### src/rtl/fpu_sched_if.sv
// rtl/fpu_sched_if.sv - decoder/core to FP scheduler handshake bundle
//
// Purpose: groups the issue, flush and writeback signals between the core
// pipeline (master) and the FP scheduler (slave).
// Signals:
//   issue_valid, funct5[4:0], rd[4:0], flush  core -> scheduler
//   stall, fpu_start, fpu_op[1:0]             scheduler -> core / FPU
//   fp_we, wb_rd[4:0], illegal                scheduler -> core / FP regfile
interface fpu_sched_if;
  logic       issue_valid;
  logic [4:0] funct5;
  logic [4:0] rd;
  logic       flush;
  logic       stall;
  logic       fpu_start;
  logic [1:0] fpu_op;
  logic       fp_we;
  logic [4:0] wb_rd;
  logic       illegal;

  modport master (
    output issue_valid, funct5, rd, flush,
    input  stall, fpu_start, fpu_op, fp_we, wb_rd, illegal
  );

  modport slave (
    input  issue_valid, funct5, rd, flush,
    output stall, fpu_start, fpu_op, fp_we, wb_rd, illegal
  );
endinterface

### src/rtl/fpu_sched.sv
// rtl/fpu_sched.sv - single-issue scheduler for a shared multi-cycle FPU
//
// Purpose: accepts one FP R-type op at a time, stalls the front end while
// the FPU is busy, launches the FPU with a one-cycle pulse and issues a
// single-cycle FP register-file write when the latency has elapsed.
// Ports:
//   clk    rising-edge clock
//   reset  synchronous active-high reset
//   bus    fpu_sched_if.slave (issue/flush in; stall, fpu_start, fpu_op,
//          fp_we, wb_rd, illegal out)
module fpu_sched #(
  parameter int ADD_LAT = 2,
  parameter int MUL_LAT = 3,
  parameter int DIV_LAT = 12
) (
  input  logic      clk,
  input  logic      reset,
  fpu_sched_if.slave bus
);

  // Counter preloads: BUSY lasts LAT cycles, counting LAT-1 down to 0.
  localparam logic [3:0] ADD_CNT = 4'(ADD_LAT - 1);
  localparam logic [3:0] MUL_CNT = 4'(MUL_LAT - 1);
  localparam logic [3:0] DIV_CNT = 4'(DIV_LAT - 1);

  typedef enum logic [1:0] {
    IDLE = 2'd0,
    BUSY = 2'd1,
    WB   = 2'd2
  } state_t;

  state_t     state, stateNext;
  logic [3:0] cnt, cntNext;
  logic       startQ, startNext;
  logic       weQ, weNext;
  logic       illegalQ, illegalNext;
  logic [1:0] opQ, opNext;
  logic [4:0] rdQ, rdNext;
  logic       stallComb;

  logic legalIssue;
  logic illegalIssue;

  assign legalIssue   = bus.issue_valid && (bus.funct5[4:2] == 3'b000);
  assign illegalIssue = bus.issue_valid && (bus.funct5[4:2] != 3'b000);

  always_ff @(posedge clk) begin
    if (reset) begin
      state    <= IDLE;
      cnt      <= 4'd0;
      startQ   <= 1'b0;
      weQ      <= 1'b0;
      illegalQ <= 1'b0;
      opQ      <= 2'b00;
      rdQ      <= 5'd0;
    end else begin
      state    <= stateNext;
      cnt      <= cntNext;
      startQ   <= startNext;
      weQ      <= weNext;
      illegalQ <= illegalNext;
      opQ      <= opNext;
      rdQ      <= rdNext;
    end
  end

  always_comb begin
    stateNext   = state;
    cntNext     = cnt;
    startNext   = 1'b0;
    weNext      = 1'b0;
    illegalNext = 1'b0;
    opNext      = opQ;
    rdNext      = rdQ;
    stallComb   = 1'b0;

    unique case (state)
      IDLE: begin
        // A redirect makes the presented instruction wrong-path: drop it
        // whether it is legal or not.
        if (!bus.flush) begin
          if (legalIssue) begin
            stallComb = 1'b1;
            opNext    = bus.funct5[1:0];
            rdNext    = bus.rd;
            startNext = 1'b1;
            stateNext = BUSY;
            unique case (bus.funct5[1:0])
              2'b10:   cntNext = MUL_CNT;
              2'b11:   cntNext = DIV_CNT;
              default: cntNext = ADD_CNT;
            endcase
          end else if (illegalIssue) begin
            illegalNext = 1'b1;
          end
        end
      end
      BUSY: begin
        stallComb = 1'b1;
        if (cnt == 4'd0) begin
          stateNext = WB;
          weNext    = 1'b1;
        end else begin
          cntNext = cnt - 4'd1;
        end
      end
      WB: begin
        // Any issue shown here is the instruction just retired; ignore it.
        stateNext = IDLE;
      end
      default: begin
        stateNext = IDLE;
        cntNext   = 4'd0;
      end
    endcase

    if (bus.flush) begin
      stateNext = IDLE;
      cntNext   = 4'd0;
      startNext = 1'b0;
      weNext    = 1'b0;
    end

    if (reset) begin
      stallComb = 1'b0;
    end
  end

  assign bus.stall     = stallComb;
  assign bus.fpu_start = startQ;
  assign bus.fp_we     = weQ;
  assign bus.illegal   = illegalQ;
  assign bus.fpu_op    = opQ;
  assign bus.wb_rd     = rdQ;

endmodule

### src/flat_wrapper.sv
// flat-port wrapper written by rule: the top's interface ports become plain ports
module fpu_sched_flat 
#(
  parameter int ADD_LAT = 2,
  parameter int MUL_LAT = 3,
  parameter int DIV_LAT = 12
)
  (clk, reset, bus_issue_valid, bus_funct5, bus_rd, bus_flush, bus_stall, bus_fpu_start, bus_fpu_op, bus_fp_we, bus_wb_rd, bus_illegal);
  fpu_sched_if bus_i ();
  input  logic clk;
  input  logic reset;
  input wire logic [$bits(bus_i.issue_valid)-1:0] bus_issue_valid;
  input wire logic [$bits(bus_i.funct5)-1:0] bus_funct5;
  input wire logic [$bits(bus_i.rd)-1:0] bus_rd;
  input wire logic [$bits(bus_i.flush)-1:0] bus_flush;
  output wire logic [$bits(bus_i.stall)-1:0] bus_stall;
  output wire logic [$bits(bus_i.fpu_start)-1:0] bus_fpu_start;
  output wire logic [$bits(bus_i.fpu_op)-1:0] bus_fpu_op;
  output wire logic [$bits(bus_i.fp_we)-1:0] bus_fp_we;
  output wire logic [$bits(bus_i.wb_rd)-1:0] bus_wb_rd;
  output wire logic [$bits(bus_i.illegal)-1:0] bus_illegal;
  assign bus_i.issue_valid = bus_issue_valid;
  assign bus_i.funct5 = bus_funct5;
  assign bus_i.rd = bus_rd;
  assign bus_i.flush = bus_flush;
  assign bus_stall = bus_i.stall;
  assign bus_fpu_start = bus_i.fpu_start;
  assign bus_fpu_op = bus_i.fpu_op;
  assign bus_fp_we = bus_i.fp_we;
  assign bus_wb_rd = bus_i.wb_rd;
  assign bus_illegal = bus_i.illegal;
  fpu_sched #(.ADD_LAT(ADD_LAT), .MUL_LAT(MUL_LAT), .DIV_LAT(DIV_LAT)) u_core (.clk(clk), .reset(reset), .bus(bus_i));
endmodule
### config.mk
export PLATFORM = sky130hd
export DESIGN_NAME = fpu_sched_flat
export DESIGN_NICKNAME = d
export VERILOG_FILES = /design/src/rtl/fpu_sched_if.sv /design/src/rtl/fpu_sched.sv /design/src/flat_wrapper.sv
export SDC_FILE = /design/constraint.sdc
export NUM_CORES = 1
export LEC_CHECK = 0
export ABC_AREA = 1
export ABC_CLOCK_PERIOD_IN_PS = 1100
export CAP_MARGIN = 30
export CORE_ASPECT_RATIO = 1.25
export CORE_MARGIN = 1.5
export CORE_UTILIZATION = 37
export CTS_CLUSTER_DIAMETER = 40
export DETAILED_ROUTE_END_ITERATION = 6
export GPL_TIMING_DRIVEN = 0
export PLACE_DENSITY = 0.74
export SYNTH_ARGS = -nofsm -noshare
export SYNTH_HDL_FRONTEND = slang
export SYNTH_SLANG_ARGS = --single-unit
### constraint.sdc
create_clock -name clk -period 1.1 [get_ports clk]
set_clock_uncertainty 0.05 [all_clocks]
set_input_delay 0.22 -clock clk [delete_from_list [all_inputs] [get_ports clk]]
set_output_delay 0.22 -clock clk [all_outputs]
set_load 0.02 [all_outputs]
==> flow_summary.ini, run 1 <==
[sta]
min_period_ns = 1.484
setup_tns_ns = -1.659
slew-limit-headroom = 0.8138
finalCritPeriodShare = 1.349
setup_ws_ns = -0.3844
setup_viol = 17
whs_ns = 0.2236
max_freq_mhz = 673.7
tightestPinTransition_ns = 0.2790
hold_viol_final = 0
drv_slew = 0
rsz0062_at_grt = yes

[worst_hold_path]
holdPathEnd = u_core.bus.illegal
min_path_cells = 3
min_from = bus_issue_valid
hold_class = input pin to flop

[clocking]
clk_pin_slew_worst_paths_ns = 0.09
cts_tree = yes
clock_sink_count = 16
cts_made_buffers = 3
cts-htree-levels = 1
cts_root_buffer = clkbuf_4
clock_latency_ns = 0.29
cts.path.max_buffers = 2

[synthesis]
syn-num-nets = 114
yosysSeqAreaShare = 0.4281
synthTopCellsByArea = dfxtp_1 43%, nor2_1 10%, o21ai_0 6.7%
yosysUniqueCellTypes = 19
synth_area_leader_cell = dfxtp_1
ys_ff_latch = 16
yosys_warnings = 0
syn_avg_cell_area_sq_um = 7.635
syn_inst = 98
syn_area_sq_um = 748.2
synth_top_area_frac = 0.4281

[routing]
drc = 0
ant_nets = 0
first_pass_iters = 4
wl_um = 1888
drt_iter0_drc = 6
wl_per_cell_um = 12.10
route.vias.total = 770
viasPerCell = 4.936

[grt]
grt_max_degree = 10
overflow = 0
grt_pass1_vias = 738
grtUsageTotal = 0.1729
grt_pass1_wl_um = 3015
antenna_found_initial = 0

[power]
p_sw_mw = 0.2720
internal_power_mw = 0.8760
powerDensity_nw_per_um2 = 984.5
combinationalPowerShare = 0.152
power_frac_seq = 0.515
leakage_nw = 0.5151
swShare = 0.2369
clockPowerShare = 0.332
ir_drop_mv = 0.4651

[floorplan]
num_rows = 18
die_y_um = 53.28
die_area_sq_um = 2303
core_sq_um = 1937
die_w_um = 43.22
initial_core_util = 0.3863
ios = 25

[outcome]
status = complete, but fails checks
violations = negative setup slack

[place]
placed_cells = 142
post_dp_cell_area_sq_um = 1025
io_buffer_count = 24
place_congestion = 0.9186
dp_hpwl_um = 1202

[worst_setup_path]
critPathSlowestCell = dfxtp_2
cp-end-kind = output pin
path_buf_inv = 2
r2r-end = u_core.bus.fpu_op[0]
critPathMaxFanout = 2
crit_path_max_incr_delay_ns = 0.34
crit_path_cell_trace = inv_2 -> nand2_4 -> nor2_8 -> nand3_4 -> a21oi_4 -> buf_6
critPathArrivalTime_ns = 1.21
critPathRequiredTime_ns = 0.83
critPathLaunchType = flop
r2r-start = u_core.state[0]
path_class = flop to output pin
worst-r2r-setup-slack_ns = -0.07
rr_worst_depth = 7
crit_family = flip-flops

[layout]
fillCellCount = 166
layout_commonest_cell = nor2_1
final_nets = 153
most-common-layout-cells = 20 x nor2_1, 12 x dfxtp_1, 11 x nand2_1
stdcell_area_sq_um = 1166
diodes = 0
instances_no_fill = 156
drive_gt1_frac = 0.4044
syn2layout_area_growth_pct = 55.85

[job]
cap_violations = 0
-- repair_timing --
action                     CTS  global route
buffers inserted             9             2
hold buffers                 0             0
pin swaps                    9             4
setup endpoints to repair   24            18
resized for setup           73            10
-- cells in the mapped netlist (all sizes together) --
library cell,n
a21oi,6
clkinv,1
dfxtp,16
ha,2
inv,12
nand2,18
nand3,7
nor2,22
nor3,2
nor4,1
o21ai,10
xnor2,1
-- worst max path at each step --
stage / from / endpoint / slack (ns) / depth (start not counted)
after floorplan: u_core.state[0] / bus_stall / -0.05 / 5
after global placement: bus_issue_valid / bus_stall / -0.96 / 6
after detailed placement: bus_funct5[2] / bus_stall / -0.97 / 7
after CTS: u_core.state[1] / bus_stall / -0.39 / 6
after global routing: u_core.state[1] / bus_stall / -0.44 / 6
final: u_core.state[0] / bus_stall / -0.38 / 6
-- worst min-delay path: stages --
cell and delay, ns:
dlymetal6s2s_1 0.13, inv_2 0.10, nor4_1 0.07
-- state kept, by name (all words and copies together) (netlist names) --
| signal | count |
|---|---|
| u_core.cnt | 4 |
| u_core.bus.fpu_op | 2 |
| u_core.bus.fpu_start | 1 |
| u_core.bus.illegal | 1 |
| u_core.bus.wb_rd | 5 |
| u_core.bus.fp_we | 1 |
| u_core.state | 2 |
-- cells by family (layout without fill, tap and decap cells) --
family	Yosys count	in the layout	synth area share
AOI/OAI and AO/OA	16	16	0.1120
xor gates and xnor gates	1	1	0.01171
adders and majority gates	2	2	0.03344
buffers and inverters	13	51	0.06688
DFF	16	16	0.4281
and+or+nand+nor	50	50	0.3478
-- per-stage QoR --
stage / utilization / total power [mW] / worst slack, ns
6_report: 0.6021 / 1.148 / -0.3844
5_1_grt: 0.6021 / 1.202 / -0.4410
4_1_cts: 0.5833 / 1.151 / -0.3864
3_5_place_dp: 0.5291 / 0.7529 / -0.9720
3_3_place_gp: 0.5291 / 0.7518 / -0.9621
2_1_floorplan: - / 0.6772 / -0.04508
-- cell type report --
class / count / area [sq um] / share of cell area
multi-input cells: 69 / 444.2 / 0.3809
well taps: 20 / 25.02 / 0.02146
clock buffers: 4 / 36.28 / 0.03112
inverters: 13 / 56.30 / 0.04828
flip-flops and latches: 16 / 325.3 / 0.2790
repair buffers: 34 / 279.0 / 0.2393
-- metal layers --
metal  routed length [um]  track usage  part of all wire
met5                    0            0                 0
met4                   63       0.1061             0.033
met3                   97      0.01706             0.051
met2                  963       0.3184              0.51
met1                  764       0.1863              0.40
-- power groups by stage --
stage	Combinational, mW	Clock (mW)	Sequential, mW
final	0.175	0.382	0.592
after global routing	0.189	0.420	0.593
after CTS	0.163	0.396	0.592
after detailed placement	0.147	0	0.605
after global placement	0.147	0	0.605
after floorplan	0.0626	0	0.615
Note: power is estimated with default switching activity, not from simulation.
==> run 2: changes to the inputs <==
Settings changed: CORE_ASPECT_RATIO 1.25 to default.
==> flow_summary.ini, run 2 (synthesized netlist as in run 1, its figures left out) <==
[outcome]
status = complete, but fails checks
violations = negative setup slack

[clocking]
cts-htree-levels = 1
clock_latency_ns = 0.29
clk_pin_slew_worst_paths_ns = 0.09
clock_sink_count = 16
cts_made_buffers = 3
cts_root_buffer = clkbuf_4
cts.path.max_buffers = 2
cts_tree = yes

[worst_setup_path]
worst-r2r-setup-slack_ns = -0.10
crit_family = flip-flops
cp-end-kind = output pin
critPathArrivalTime_ns = 1.21
crit_path_cell_trace = inv_4 -> nand2_4 -> nor2_8 -> nand3_4 -> a21oi_4 -> buf_6
critPathMaxFanout = 3
crit_path_max_incr_delay_ns = 0.37
critPathLaunchType = flop
rr_worst_depth = 7
r2r-end = u_core.cnt[3]
path_class = flop to output pin
r2r-start = u_core.cnt[1]
path_buf_inv = 2
critPathSlowestCell = dfxtp_4
critPathRequiredTime_ns = 0.83

[sta]
drv_slew = 0
min_period_ns = 1.484
max_freq_mhz = 673.8
finalCritPeriodShare = 1.349
slew-limit-headroom = 0.8301
setup_viol = 16
rsz0062_at_grt = yes
tightestPinTransition_ns = 0.2526
hold_viol_final = 0
setup_ws_ns = -0.3841

[routing]
drc = 0
ant_nets = 0
viasPerCell = 4.781
drt_iter0_drc = 3
wl_per_cell_um = 11.49
first_pass_iters = 4
route.vias.total = 765
wl_um = 1839

[floorplan]
num_rows = 16
die_area_sq_um = 2301
initial_core_util = 0.3853
die_y_um = 47.97
ios = 25
core_sq_um = 1942
die_w_um = 47.97

[layout]
drive_gt1_frac = 0.3835
final_nets = 150
fillCellCount = 188
layout_commonest_cell = nor2_1
largest_register_ffs = 5
syn2layout_area_growth_pct = 53.68
most-common-layout-cells = 19 x nor2_1, 13 x clkdlybuf4s50_1, 12 x dfxtp_1
final_core_util = 0.5921
diodes = 0

[power]
powerDensity_nw_per_um2 = 1001
ir_drop_mv = 0.9177
leakage_nw = 0.5112

[worst_hold_path]
hold_class = flop to flop
min_from = u_core.bus.wb_rd[3]
holdPathEnd = u_core.bus.wb_rd[3]
min_path_cells = 2

[grt]
grt_pass1_wl_um = 2725
grtUsageTotal = 0.1710
grt_pass1_vias = 688
antenna_found_initial = 0
overflow = 0
grt_max_degree = 10

[job]
cap_violations = 0

[place]
pre_cts_slack_ns = -0.9791
dp_hpwl_um = 1225
io_buffer_count = 24
place_congestion = 0.8414
-- run 2: cell count changes in the layout (fill, tap and decap cells not counted), sizes merged --
cell,previous run,this run
dlygate4sd2,3,0
dlymetal6s2s,1,0
buf,21,18
clkdlybuf4s50,9,13
-- run 2: how the worst max path moves through the flow --
stage                               start         to  slack (ns)  cells after the start
after detailed placement  bus_issue_valid  bus_stall       -0.98                      6
after CTS                 u_core.state[1]  bus_stall       -0.40                      6
after global routing        bus_funct5[3]  bus_stall       -0.43                      7
after global placement    bus_issue_valid  bus_stall       -0.96                      6
after floorplan           u_core.state[0]  bus_stall       -0.05                      5
final                     u_core.state[0]  bus_stall       -0.38                      6
-- run 2: per-layer routing --
layer	share of wire	track usage	wire length [um]
met5	0	0	0
met3	0.065	0.03019	120
met2	0.52	0.3413	965
met1	0.40	0.1708	727
met4	0.014	0.06486	26
-- run 2: final cells by class --
type,count,area [sq um],area share
tap,27,33.78,0.02938
clock buffer,4,36.28,0.03156
inverter,13,56.30,0.04897
timing repair buffer,31,254.0,0.2209
multi-input combinational,69,441.7,0.3841
sequential,16,327.8,0.2851
-- run 2: metrics by stage --
step,instances,power (mW),TNS (ns),cell area [sq um],hold WS (ns)
final,160,1.151,-1.475,1150,0.4337
after global routing,160,1.202,-2.563,1150,0.4623
after detailed placement,149,0.7543,-6.993,1033,0.4239
after CTS,160,1.134,-1.600,1085,0.4394
after floorplan,98,0.6772,-0.07198,759.5,0.3339
after global placement,149,0.7522,-6.606,1033,0.4105
-- run 2: repair_timing --
item	in CTS	in global routing
setup buffers	7	3
pin swaps	3	8
gates resized for setup	60	21
setup endpoints to repair	24	20
hold buffers	0	0
-- run 2: power by group --
group | total, mW | leakage [nW] | switching, mW | internal (mW)
logic | 0.165 | 0.359 | 0.0816 | 0.0838
registers | 0.590 | 0.132 | 0.00434 | 0.586
clock network | 0.396 | 0.0210 | 0.194 | 0.202
-- run 2: worst min-delay path: cells and delay by family (launching register included) --
family / cells / cell delay [ns]
AND/OR/NAND/NOR: 2 / 0.12
flip-flops: 1 / 0.33
==> run 3: changes to the inputs <==
Settings changed: GPL_ROUTABILITY_DRIVEN from default to 0.
==> flow_summary.ini, run 3 (synthesized netlist as in run 1, its figures left out) <==
[worst_setup_path]
path_class = input pin to output pin
worst-r2r-setup-slack_ns = -0.09
critPathRequiredTime_ns = 0.83
critPathLaunchType = input pin
critPathMaxFanout = 2
cp-end-kind = output pin
critPathArrivalTime_ns = 1.24

[clocking]
clock_latency_ns = 0.30
ctsHoldBuffers = 0
clock_sink_count = 16
cts.path.max_buffers = 2
cts_made_buffers = 3
clk_pin_slew_worst_paths_ns = 0.09
cts-htree-levels = 1
cts_root_buffer = clkbuf_4
cts_tree = yes

[floorplan]
die_w_um = 47.97
num_rows = 16
die_y_um = 47.97
core_sq_um = 1942
ios = 25
die_area_sq_um = 2301
initial_core_util = 0.3853

[layout]
final_nets = 153
most-common-layout-cells = 18 x nor2_1, 14 x buf_4, 12 x clkdlybuf4s50_1
stdcell_area_sq_um = 1174
final_core_util = 0.6044
diodes = 0
instances_no_fill = 163
syn2layout_area_growth_pct = 56.86
drive_gt1_frac = 0.4044
fillCellCount = 176
largest_register_ffs = 5
layout_commonest_cell = nor2_1

[place]
io_buffer_count = 24
pre_cts_slack_ns = -0.9675
dp_hpwl_um = 1188
placed_cells = 149
post_dp_cell_area_sq_um = 1033

[routing]
drc = 0
route.vias.total = 801
ant_nets = 0
drt_iter0_drc = 29
first_pass_iters = 4
wl_um = 1995
wl_per_cell_um = 12.24
viasPerCell = 4.914

[grt]
overflow = 0
grt_pass1_vias = 711
antenna_found_initial = 0
grt_pass1_wl_um = 2849
grtUsageTotal = 0.1863
grt_max_degree = 10

[power]
powerDensity_nw_per_um2 = 989.7
leakage_nw = 0.5095
ir_drop_mv = 0.7002
total_power_mw = 1.162

[sta]
setup_viol = 15
tightestPinTransition_ns = 0.2503
whs_ns = 0.4167
slew-limit-headroom = 0.8316
rsz0062_at_grt = yes
min_period_ns = 1.507
setup_ws_ns = -0.4073
max_freq_mhz = 663.4
finalCritPeriodShare = 1.370
setup_tns_ns = -1.436
hold_viol_final = 0
drv_slew = 0

[outcome]
status = complete, but fails checks
violations = negative setup slack

[job]
cap_violations = 0

[worst_hold_path]
hold_class = input pin to flop
==> run 3: final cells by class <==
cell class | count | area, sq um | share of cell area
inverter | 13 | 58.81 | 0.05011
multi-input combinational | 69 | 432.9 | 0.3689
timing repair buffer | 34 | 285.3 | 0.2431
tap | 27 | 33.78 | 0.02878
sequential | 16 | 326.6 | 0.2783
clock buffer | 4 | 36.28 | 0.03092
==> run 3: critical path: stages <==
cell,delay [ns]
clkdlybuf4s50_1,0.47
inv_2,0.07
nor2_8,0.12
nand3_4,0.09
a21oi_4,0.15
buf_6,0.13
==> run 3: final timing paths <==
check                           start                   end  cells after the start
setup / recovery      bus_issue_valid             bus_stall                      6
hold reg to reg   u_core.bus.wb_rd[1]   u_core.bus.wb_rd[1]                      2
hold / removal          bus_funct5[2]  u_core.bus.fpu_start                      7
setup reg to reg      u_core.state[0]         u_core.cnt[1]                      9
==> run 3: metal layers <==
layer / up-vias / wire [um] / GRT usage
met1: 369 / 781 / 0.1913
met4: 0 / 46 / 0.1135
met2: 37 / 1055 / 0.3440
met5: - / 0 / 0
li1: 389 / - / -
met3: 6 / 112 / 0.03396
==> run 3: where the power goes <==
group	total [mW]	internal, mW	switching [mW]
combinational	0.171	0.0858	0.0850
sequential	0.592	0.588	0.00446
clock	0.398	0.202	0.196
total	1.16	0.876	0.286
==> run 3: repair_timing <==
item / in CTS / in global routing
hold endpoints to repair: 0 / 0
pin swaps: 6 / 8
setup endpoints to repair: 25 / 21
resized for setup: 63 / 21
buffers inserted: 8 / 3
